File: config.mk
export PLATFORM = sky130hd
export DESIGN_NAME = lzc_pipe
export DESIGN_NICKNAME = d
export VERILOG_FILES = /design/src/rtl/lzc_pipe.sv
export SDC_FILE = /design/constraint.sdc
export NUM_CORES = 1
export LEC_CHECK = 0
export BUFFER_PORTS_ARGS = -buffer_cell sky130_fd_sc_hd__buf_4
export CELL_PAD_IN_SITES_DETAIL_PLACEMENT = 1
export CELL_PAD_IN_SITES_GLOBAL_PLACEMENT = 1
export CORE_UTILIZATION = 33
export CTS_BUF_LIST = sky130_fd_sc_hd__clkbuf_16
export CTS_CLUSTER_SIZE = 16
export DETAILED_ROUTE_END_ITERATION = 12
export GPL_TIMING_DRIVEN = 0
export PLACE_DENSITY = 0.89
export SETUP_SLACK_MARGIN = 0.2
export SYNTH_ARGS = -nofsm -noshare
export SYNTH_HDL_FRONTEND = slang
export SYNTH_SLANG_ARGS = --single-unit
File: constraint.sdc
create_clock -name clk -period 1.6 [get_ports clk]
set_clock_uncertainty 0.2 [all_clocks]
set_input_delay 0.32 -clock clk [delete_from_list [all_inputs] [get_ports clk]]
set_output_delay 0.32 -clock clk [all_outputs]
set_load 0.005 [all_outputs]
File: src/rtl/lzc_pipe.sv
// Pipelined leading-zero/one counter with valid/ready handshake and 1 or 2 register stages.
// Define LZC_TRAILING_EN to let in_mode[1] bit-reverse the operand for trailing counts.
module lzc_pipe #(
  parameter int unsigned WIDTH   = 32,
  parameter int unsigned LATENCY = 1,
  localparam int unsigned CW     = $clog2(WIDTH) + 1
) (
  input  logic             clk,
  input  logic             rst_n,
  input  logic             in_valid,
  output logic             in_ready,
  input  logic [WIDTH-1:0] in_data,
  input  logic [1:0]       in_mode,
  output logic             out_valid,
  input  logic             out_ready,
  output logic [CW-1:0]    out_count,
  output logic             out_all
);

  localparam int unsigned H  = WIDTH / 2;
  localparam int unsigned HW = $clog2(H) + 1;

  logic [WIDTH-1:0] inv;
  logic [WIDTH-1:0] cond;

  assign inv = in_mode[0] ? ~in_data : in_data;

`ifdef LZC_TRAILING_EN
  logic [WIDTH-1:0] rev;
  always_comb begin
    for (int i = 0; i < WIDTH; i++) rev[i] = inv[WIDTH-1-i];
  end
  assign cond = in_mode[1] ? rev : inv;
`else
  logic unused_mode;
  assign unused_mode = in_mode[1];
  assign cond        = inv;
`endif

  // Highest set bit wins because the scan runs upward.
  function automatic logic [CW-1:0] clz_full(input logic [WIDTH-1:0] v);
    clz_full = CW'(WIDTH);
    for (int i = 0; i < WIDTH; i++) if (v[i]) clz_full = CW'(WIDTH - 1 - i);
  endfunction

  function automatic logic [HW-1:0] clz_half(input logic [H-1:0] v);
    clz_half = HW'(H);
    for (int i = 0; i < H; i++) if (v[i]) clz_half = HW'(H - 1 - i);
  endfunction

  if (LATENCY == 1) begin : g_lat1
    logic          v_q;
    logic [CW-1:0] count_q;
    logic          all_q;
    logic          load;

    assign load = ~v_q | out_ready;

    always_ff @(posedge clk or negedge rst_n) begin
      if (!rst_n) begin
        v_q     <= 1'b0;
        count_q <= '0;
        all_q   <= 1'b0;
      end else if (load) begin
        v_q <= in_valid;
        if (in_valid) begin
          count_q <= clz_full(cond);
          all_q   <= (cond == '0);
        end
      end
    end

    assign in_ready  = load;
    assign out_valid = v_q;
    assign out_count = count_q;
    assign out_all   = all_q;
  end else if (LATENCY == 2) begin : g_lat2
    logic          s1_v_q;
    logic [HW-1:0] cnt_hi_q;
    logic [HW-1:0] cnt_lo_q;
    logic          z_hi_q;
    logic          z_lo_q;
    logic          s2_v_q;
    logic [CW-1:0] count_q;
    logic          all_q;
    logic          load1;
    logic          load2;

    assign load2 = ~s2_v_q | out_ready;
    assign load1 = ~s1_v_q | load2;

    always_ff @(posedge clk or negedge rst_n) begin
      if (!rst_n) begin
        s1_v_q   <= 1'b0;
        cnt_hi_q <= '0;
        cnt_lo_q <= '0;
        z_hi_q   <= 1'b0;
        z_lo_q   <= 1'b0;
      end else if (load1) begin
        s1_v_q <= in_valid;
        if (in_valid) begin
          cnt_hi_q <= clz_half(cond[WIDTH-1:H]);
          cnt_lo_q <= clz_half(cond[H-1:0]);
          z_hi_q   <= (cond[WIDTH-1:H] == '0);
          z_lo_q   <= (cond[H-1:0] == '0);
        end
      end
    end

    always_ff @(posedge clk or negedge rst_n) begin
      if (!rst_n) begin
        s2_v_q  <= 1'b0;
        count_q <= '0;
        all_q   <= 1'b0;
      end else if (load2) begin
        s2_v_q <= s1_v_q;
        if (s1_v_q) begin
          count_q <= z_hi_q ? CW'(H) + CW'(cnt_lo_q) : CW'(cnt_hi_q);
          all_q   <= z_hi_q & z_lo_q;
        end
      end
    end

    assign in_ready  = load1;
    assign out_valid = s2_v_q;
    assign out_count = count_q;
    assign out_all   = all_q;
  end else begin : g_bad
    $error("lzc_pipe: LATENCY must be 1 or 2");
  end

endmodule

* Word level (Yosys, flattened, before mapping)
Index checks and enable logic that the tools add are counted.
Operators by class: muxes and demuxes 33, bitwise logic cells 3, reductions and logical operators 2
Operator list (count):
- $mux W6 | 32
- $logic_not A32 Y1 | 1
- $mux W32 | 1
- $not A32 Y32 | 1
- $reduce_and A2 Y1 | 1
- $not A1 Y1 | 1
- $or A1 B1 Y1 | 1
Storage, ports and cells: flip-flop bits (word level) 8, input bits 38, logic and storage cells 41

* Longest topological paths before layout
Gate-level depths: netlist (run 1).
depth in word-level cells 34, depth in mapped cells 8

* Worst setup path before layout (run 1)
No wires, ideal clock.
path kind input -> register, from input port in_data[10], to register g_lat1.all_q (netlist: out_all), arrival 1.536 ns, data required time 1.336 ns, setup slack -0.201 ns, stages 7, buffers on the path 1, cell sequence buf_6 or4_4 o22ai_2 and2_4 nand3_2 nor4_2 a21o_1
On the way: word-level cells in the longest chain between the ends 3
Ends and longest elaborated chain:
- from (decl) | line 12 | input logic [WIDTH-1:0] in_data,
- $not A32 Y32 | line 26 | assign inv = in_mode[0] ? ~in_data : in_data;
- $mux W32 (*) | line 26
- $logic_not A32 Y1 (*) | line 68 | all_q <= (cond == '0);
- to (signal assigned) | line 68
- to (decl) | line 54 | logic all_q;
Every way passes the cells marked *; elsewhere a longest branch is shown, timed or not. A chain may end at the register's enable or synchronous reset.

* Worst setup path after layout (run 1)
from input port in_mode[0], to register g_lat1.count_q[5] (netlist: out_count[5])
On the way: word-level cells in the longest chain between the ends 33
Ends and longest elaborated chain:
- from (decl) | line 13 | input logic [1:0] in_mode,
- $mux W32 (*) | line 26
- $mux W6 (31 in series) | line 43 | for (int i = 0; i < WIDTH; i++) if (v[i]) clz_full = CW'(WIDTH - 1 - i);
- $mux W6 (*) | line 43
- to (signal assigned) | line 67 | count_q <= clz_full(cond);
- to (decl) | line 53 | logic [CW-1:0] count_q;
Marks and branches as above.

==> impl_metrics.json, run 1 <==
{
  "end_kind": "flop",
  "critical-path-max-stage-delay_ns": 0.33,
  "slew_violations": 0,
  "final_core_util_pct": 60.5,
  "slew-limit-headroom_pct": 69.5,
  "crit_arrival_ns": 1.73,
  "drive_above_1_share_pct": 45.6,
  "fill_cells": 404,
  "rr_worst_depth": 5,
  "core_mm2": 0.00339,
  "die_h_um": 61.9,
  "crit_top_cell": "buf_8",
  "wirelength_um": 4940,
  "portBuffers": 42,
  "ys_async_sr_fraction_pct": 100,
  "period_share_pct": 110,
  "setup_viol": 7,
  "p_leak_nw": 0.864,
  "synth_edf_count": 0,
  "synth_area_mm2": 0.00118,
  "drtIter0Drc": 45,
  "violations": "negative setup slack",
  "gp_congestion": 0.754,
  "grt_overflow": 0,
  "netlist_instances": 171,
  "outcome": "complete, but fails checks",
  "dpl.hpwl_um": 2930,
  "die_x_um": 61.9,
  "netlist_top_cells_count": "nand2_1, a21oi_1, o21ai_0",
  "slowest_stage": "nor4_4",
  "cts_tree": "built",
  "power_density_mw_per_mm2": 528,
  "grt_setup_unrepaired": "true",
  "min_from": "in_valid",
  "avgSynthCellArea_um2": 6.93,
  "yosys.area.top_type": "dfrtp_1",
  "path_cells": "buf_8 -> buf_8 -> buf_12 -> buf_8 -> nand3_1 -> o22ai_1 -> nand2_1 -> nor4_4 -> a21o_1",
  "vias": 1638,
  "start_kind": "input port",
  "ir_drop_uv": 300,
  "grt_max_degree": 11,
  "synth.area.top_cells": "dfrtp_1, nand2_1, a21oi_1",
  "cp-startpoint": "in_mode[0]",
  "yosys.area.top_type_share_pct": 16.9,
  "start_util_pct": 35.0,
  "syn_to_final_growth_pct": 73.0,
  "cts_htree_levels": 1,
  "cts_made_buffers": 3,
  "maxCapViolCount": 0,
  "rows": 21,
  "r2r_start": "out_valid",
  "max_freq_ghz": 0.570,
  "critPathRequiredTime_ns": 1.57,
  "yosys_warnings": 0,
  "yosysMostFrequentCell": "nand2_1",
  "drt-pass1-iter-count": 6,
  "crit_family": "simple AND/OR/NAND/NOR gates",
  "hold_path_class": "input port to flop",
  "synth-main-ff-cell": "dfrtp_1",
  "io_pins": 47,
  "ant_nets": 0,
  "synth_seq_cells": 8,
  "layout.area.seq_um2": 200,
  "synth_fp_nets": 209,
  "grt_use_total_pct": 24.1,
  "multiInputGateArea_mm2": 0.00112,
  "wl_per_cell_um": 18.0,
  "worst_hold_slack_ns": 0.125,
  "ys_types": 53,
  "layout.nets": 268,
  "total_power_w": 0.00108,
  "clk_path_buf_depth": 2,
  "place_area_mm2": 0.00159,
  "grt_pass1_vias": 1552,
  "cp_num_cells": 9,
  "setup.worst_path.class": "input port to flop",
  "antenna_found_initial": 0,
  "drcViolationCount": 0,
  "clk_latency_ns": 0.23,
  "cts.clk_slew.worst_paths_ns": 0.04,
  "root_buffer": "clkbuf_16",
  "worstMarginPinSlew_ns": 0.453,
  "cp_num_buf_inv": 4,
  "die-area_mm2": 0.00383,
  "min_path_cells": 2,
  "hold_viol_final": 0,
  "crit_fanout": 6,
  "viasPerCell": 5.98,
  "worst_slack_ns": -0.155,
  "cts.sinks": 8,
  "diodes": 0,
  "fin_area_mm2": 0.00205,
  "fin_crit_ns": 1.75,
  "grt_pass1_wl_um": 6920,
  "synth-seq-area-share_pct": 16.9
}
## layout by cell type, fill, tap and decap left out, types with 3 or more instances in the layout
cell type  instances
or3_1              3
nor2b_1            3
clkbuf_16          4
o21ai_0            6
o21ai_2            3
buf_8              6
nand2_1           22
a21oi_1           14
nand4_1            4
nor2_1             9
buf_4             45
nand3_1            8
dfrtp_1            8
inv_1              5
nor3_2             3
o31ai_1            3
o21ai_1            5
o22ai_1            3
nand2b_1           7
buf_6              6
## per-stage QoR
stage          TNS (ns)  instances  worst slack, ns
3_3_place_gp      -2.50        259           -0.415
6_report         -0.733        274           -0.155
3_5_place_dp      -2.83        259           -0.482
5_1_grt           -1.12        274           -0.211
4_1_cts          -0.667        272           -0.170
2_1_floorplan    -0.847        171           -0.198
## sequential cells by signal, summed over array words and instances (netlist names)
name and flops:
out_all 1, out_count 6, out_valid 1
## cell families after synthesis
logic type	count (synthesis)	synth area share, %
buffers and inverters	13	6.76
AO/OA/AOI/OAI	65	37.9
flip-flops	8	16.9
multiplexers	1	0.950
AND/OR/NAND/NOR	84	37.5
## where the power goes
| group | switching, W | leakage (nW) | internal (W) |
|---|---|---|---|
| registers | 0.00000843 | 0.106 | 0.000214 |
| clock network | 0.000105 | 0.0370 | 0.000323 |
| logic | 0.000220 | 0.720 | 0.000211 |
## cell type report
class / count / area share [%]
well taps: 46 / 2.81
repair buffers: 54 / 22.3
flip-flops and latches: 8 / 9.77
inverters: 5 / 0.916
clock buffers: 3 / 3.66
multi-input cells: 150 / 54.6
plain buffers: 8 / 5.86
## path summary, 6_finish.rpt
path	end	slack, ns
max	out_count[5]	-0.15
min	out_valid	0.13
max reg2reg	out_count[0]	0.08
min reg2reg	out_count[5]	0.28
max in group asynchronous	out_count[5]	0.82
min in group asynchronous	out_count[2]	0.25
## worst reg2reg max path: stages (launching register included)
cell and delay [ns]:
dfrtp_1 0.41, nand2b_4 0.11, nand2_2 0.11, clkbuf_4 0.21, a211oi_2 0.26, o21ai_1 0.10
## per-layer routing
layer,part of all wire (%),vias to the layer above,GRT usage (%),routed length (um)
li1,-,775,-,-
met1,43,807,29.3,2110
met5,0,-,0,0
met2,53,45,42.7,2630
met3,2.2,11,2.28,108
met4,1.9,0,11.1,92
## what timing repair did
item                                    CTS  global route
pin swaps                                24            17
endpoints found under the hold margin     8             0
buffers inserted                          9             2
gates cloned                              0             0
resized for setup                        45            18
hold buffers                              1             0
endpoints found under the setup margin    8             8
Power figures use the tool's default switching activity.
==> run 2, diff against run 1 <==
Settings changed: CORE_ASPECT_RATIO set to 1.25, CORE_UTILIZATION 33 to 34, CTS_BUF_LIST sky130_fd_sc_hd__clkbuf_16 to sky130_fd_sc_hd__clkbuf_4, PLACE_DENSITY 0.89 to 0.91.
==> run 2 against run 1 <==
  * The flow still finishes with violations (negative setup slack)
  * Cell count decreased by 4.0%
  * Sequential share of layout area increased by 0.40 points
  * First-iteration DRC count decreased by 29%
  * Design area decreased by 4.0%
  * Routed wire length increased by 1.3%
  * Combinational power decreased by 2%
==> impl_metrics.json, run 2 (synthesis gave the netlist of run 1 again) <==
{
  "io_pins": 47,
  "final_common_cell": "buf_4",
  "clk_path_buf_depth": 2,
  "grt_use_total_pct": 22.7,
  "mostFrequentLayoutCells": "buf_4, nand2_1, a21oi_1",
  "largest_register_ffs": 6,
  "diodes": 0,
  "path_cells": "buf_8 -> or4_4 -> o22ai_4 -> and2_4 -> nand3_4 -> nor4_4 -> a21o_1",
  "fill_cells": 388,
  "pre_cts_ws_ns": -0.458,
  "grt_max_degree": 11,
  "crit_arrival_ns": 1.71,
  "p_leak_nw": 0.836,
  "slowest_stage": "or4_4",
  "internal-power_w": 0.000505,
  "power_density_mw_per_mm2": 408,
  "hold_path_class": "input port to flop",
  "root_buffer": "clkbuf_4",
  "die_x_um": 54.8,
  "ir_drop_uv": 376,
  "worst_slack_ns": -0.0978,
  "wl_per_cell_um": 19.0,
  "clkPwrFrac_pct": 20.1,
  "drive_above_1_share_pct": 43.4,
  "die_h_um": 68,
  "clk_latency_ns": 0.27,
  "antenna_found_initial": 0,
  "drcViolationCount": 0,
  "total_power_w": 0.000803,
  "viasPerCell": 6.13,
  "period_share_pct": 106,
  "pwr-share-comb_pct": 52.6,
  "grt_overflow": 0,
  "rows": 23,
  "end_kind": "flop",
  "slew_violations": 0,
  "critPathRequiredTime_ns": 1.61,
  "final_core_util_pct": 60.5,
  "max_freq_ghz": 0.589,
  "fin_crit_ns": 1.70,
  "slew-limit-headroom_pct": 64.7,
  "setup_viol": 6,
  "multiInputGateArea_mm2": 0.00110,
  "dpl.hpwl_um": 2930,
  "drt-pass1-iter-count": 4,
  "crit_fanout": 6,
  "layout.area.seq_um2": 200,
  "worst_hold_slack_ns": 0.0605,
  "grt_pass1_vias": 1518,
  "core_mm2": 0.00325,
  "vias": 1612,
  "wirelength_um": 5010,
  "cts_htree_levels": 1,
  "grt_pass1_wl_um": 6480,
  "drtIter0Drc": 32,
  "start_util_pct": 36.4,
  "hold_viol_final": 0,
  "die-area_mm2": 0.00373,
  "ant_nets": 0,
  "critical-path-max-stage-delay_ns": 0.56,
  "syn_to_final_growth_pct": 66.1,
  "cts_made_buffers": 3,
  "cts.clk_slew.worst_paths_ns": 0.05,
  "layout.nets": 266,
  "seqPwrFrac_pct": 27.2,
  "fin_area_mm2": 0.00197,
  "violations": "negative setup slack",
  "grt_setup_unrepaired": "true",
  "place_area_mm2": 0.00158,
  "setup.worst_path.class": "input port to flop",
  "worstMarginPinSlew_ns": 0.524,
  "portBuffers": 42,
  "switching_share_pct": 37.1,
  "gp_congestion": 0.823,
  "switchingPower_w": 0.000298,
  "outcome": "complete, but fails checks",
  "start_kind": "input port",
  "cts.sinks": 8,
  "maxCapViolCount": 0,
  "cts_tree": "built"
}
run 2: path summary, 6_finish.rpt:
kind | startpoint | to | slack [ns] | cells past startpoint
max | in_data[10] | out_count[5] | -0.1 | 7
min | in_valid | out_valid | 0.06 | 2
max reg2reg | out_valid | out_count[0] | -0.05 | 5
min reg2reg | out_count[5] | out_count[5] | 0.28 | 1
max in group asynchronous | rst_n | out_count[0] | 0.88 | 2
min in group asynchronous | rst_n | out_count[2] | 0.19 | 2
run 2: metal layers:
layer | wire length (um) | vias to the layer above | track usage [%]
met5 | 0 | - | 0
met1 | 2010 | 789 | 25.6
met2 | 2770 | 43 | 44.6
li1 | - | 771 | -
met4 | 84 | 0 | 2.88
met3 | 146 | 9 | 2.22
run 2: power groups by stage:
stage	sequential (W)	clock, W	combinational, W
global placement	0.000222	0	0.000306
floorplan	0.000223	0	0.000152
detailed placement	0.000222	0	0.000312
global route	0.000220	0.000178	0.000452
finish	0.000219	0.000162	0.000423
CTS	0.000219	0.000147	0.000336
run 2: final cells by class:
class                      count  share of cell area (%)
multi-input combinational    150                    55.8
timing repair buffer          52                    23.8
sequential                     8                    10.2
buffer                         8                    5.79
tap                           37                    2.35
clock buffer                   3                    1.14
inverter                       5                   0.954
run 2: critical path, delay by kind of cell:
family | cells | cell delay [ns]
AND/OR/NAND/NOR | 4 | 1.02
AO/OA/AOI/OAI | 2 | 0.27
buffers and inverters | 1 | 0.10
run 2: repair_timing:
item / 4_1_cts / 5_1_grt
gates resized for setup: 13 / 39
cloned: 0 / 3
hold buffers: 1 / 0
pin swaps: 8 / 12
buffers inserted: 3 / 3
setup endpoints to repair: 8 / 8
hold endpoints to repair: 8 / 0
run 2: metrics by stage:
step,instances,setup TNS (ns)
after global routing,263,-0.733
after detailed placement,250,-2.57
after floorplan,171,-0.847
final,263,-0.396
after CTS,257,-0.531
after global placement,250,-2.40
==> run 3, diff against run 2 <==
Settings changed: PLACE_DENSITY 0.91 to 0.9.
==> run 3 against run 2 <==
  * The run still ends with negative setup slack left
  * Sequential power about the same
  * Die area unchanged
  * Total power down 1.7%
  * Clock power down 5%
  * Worst hold slack better by 0.026 ns
  * Count of clock-buffer cells in the layout unchanged
  * Flip-flop and latch count unchanged
  * Register-to-register slack better by 0.10 ns
  * Critical path depth unchanged
  * Sequential share of layout area up 0.18 points
  * Design area down 1.7%
  * Critical endpoint is now out_all
  * Largest power group unchanged
==> impl_metrics.json, run 3 (synthesis gave the netlist of run 1 again) <==
{
  "dpl.hpwl_um": 2910,
  "cts.clk_slew.worst_paths_ns": 0.05,
  "layout.nets": 266,
  "diodes": 0,
  "start_util_pct": 36.4,
  "maxCapViolCount": 0,
  "period_share_pct": 104,
  "fin_crit_ns": 1.67,
  "max_freq_ghz": 0.600,
  "final_core_util_pct": 59.5,
  "drcViolationCount": 0,
  "rows": 23,
  "wl_per_cell_um": 18.2,
  "slew_violations": 0,
  "cts_made_buffers": 3,
  "worstMarginPinSlew_ns": 0.486,
  "die_h_um": 68,
  "grt_use_total_pct": 22.7,
  "grt_pass1_vias": 1501,
  "grt_overflow": 0,
  "die_x_um": 54.8,
  "crit_fanout": 4,
  "crit_family": "simple AND/OR/NAND/NOR gates",
  "cp_num_buf_inv": 1,
  "root_buffer": "clkbuf_4",
  "end_kind": "flop",
  "outcome": "complete, but fails checks",
  "setup.worst_path.class": "input port to flop",
  "hold_path_class": "input port to flop",
  "final_common_cell": "buf_4",
  "largest_register_ffs": 6,
  "io_pins": 47,
  "cts_tree": "built",
  "cts_htree_levels": 1,
  "worst_slack_ns": -0.0662,
  "tns_ns": -0.282,
  "die-area_mm2": 0.00373,
  "fin_area_mm2": 0.00193,
  "core_mm2": 0.00325,
  "vias": 1586,
  "grt_setup_unrepaired": "true",
  "path_cells": "clkbuf_16 -> or4_4 -> o22ai_2 -> and2_4 -> nand3_4 -> nor4_4 -> a21o_1",
  "clk_path_buf_depth": 2,
  "crit_arrival_ns": 1.66,
  "antenna_found_initial": 0,
  "drtIter0Drc": 28,
  "slew-limit-headroom_pct": 67.3,
  "p_leak_nw": 0.828,
  "total_power_w": 0.000789,
  "grt_max_degree": 11,
  "drt-pass1-iter-count": 4,
  "syn_to_final_growth_pct": 63.3,
  "ant_nets": 0,
  "violations": "negative setup slack",
  "wirelength_um": 4780,
  "critPathRequiredTime_ns": 1.60,
  "cts.sinks": 8,
  "mostFrequentLayoutCells": "buf_4, nand2_1, a21oi_1",
  "portBuffers": 42,
  "setup_viol": 7,
  "place_area_mm2": 0.00158,
  "slowest_stage": "or4_4",
  "grt_pass1_wl_um": 6350,
  "fill_cells": 407,
  "drive_above_1_share_pct": 42.0,
  "hold_viol_final": 0,
  "clk_latency_ns": 0.26,
  "viasPerCell": 6.03,
  "start_kind": "input port",
  "ir_drop_uv": 391,
  "power_density_mw_per_mm2": 408,
  "gp_congestion": 0.802,
  "critical-path-max-stage-delay_ns": 0.52
}
==> run 3: worst paths after layout <==
path | from | to | slack [ns] | depth (start not counted)
worst max register to register | out_valid | out_count[0] | 0.05 | 6
worst min register to register | out_count[5] | out_count[5] | 0.29 | 1
max in group asynchronous | rst_n | out_valid | 0.87 | 2
min in group asynchronous | rst_n | out_count[5] | 0.21 | 2
worst min-delay path | in_valid | out_valid | 0.09 | 2
worst max-delay path | in_data[8] | out_all | -0.07 | 7
==> run 3: power by group <==
part           switching [W]  internal [W]  leakage (nW)
clock network      0.0000686     0.0000858        0.0138
registers         0.00000657      0.000213         0.106
logic               0.000207      0.000208         0.708
==> run 3: layout make-up <==
class	instances	area, um^2	area share (%)
flip-flops and latches	8	200	10.3
clock buffers	3	22.5	1.16
well taps	37	46.3	2.39
repair buffers	52	472	24.4
plain buffers	8	125	6.47
inverters	5	18.8	0.970
multi-input cells	150	1050	54.3
==> run 3: worst reg2reg max path, cell delays in order (launching register included) <==
cell and delay [ns]:
dfrtp_1 0.38, nand2b_1 0.13, buf_6 0.12, o211ai_1 0.12, a311oi_1 0.34, a211oi_2 0.07
o21ai_1 0.11
==> run 3: per-stage QoR <==
step | setup slack (ns) | hold slack (ns) | std cells
2_1_floorplan | -0.198 | -0.176 | 171
3_3_place_gp | -0.453 | -0.0623 | 250
3_5_place_dp | -0.465 | -0.0602 | 250
4_1_cts | -0.0966 | 0.0702 | 257
5_1_grt | -0.114 | 0.0799 | 263
6_report | -0.0662 | 0.0866 | 263
==> run 3: layer usage <==
| metal | global-route usage [%] | wire [um] |
|---|---|---|
| met1 | 26.1 | 1870 |
| met4 | 5.77 | 71 |
| met2 | 44.0 | 2700 |
| met3 | 0 | 137 |
| met5 | 0 | 0 |
==> run 3: what timing repair did <==
item                                    in CTS  in global routing
cloned                                       0                  3
setup buffers                                3                  3
endpoints found under the setup margin       8                  8
gates resized for setup                     22                 23
pin swaps                                   12                 12
hold endpoints to repair                     8                  0
hold buffers                                 1                  0
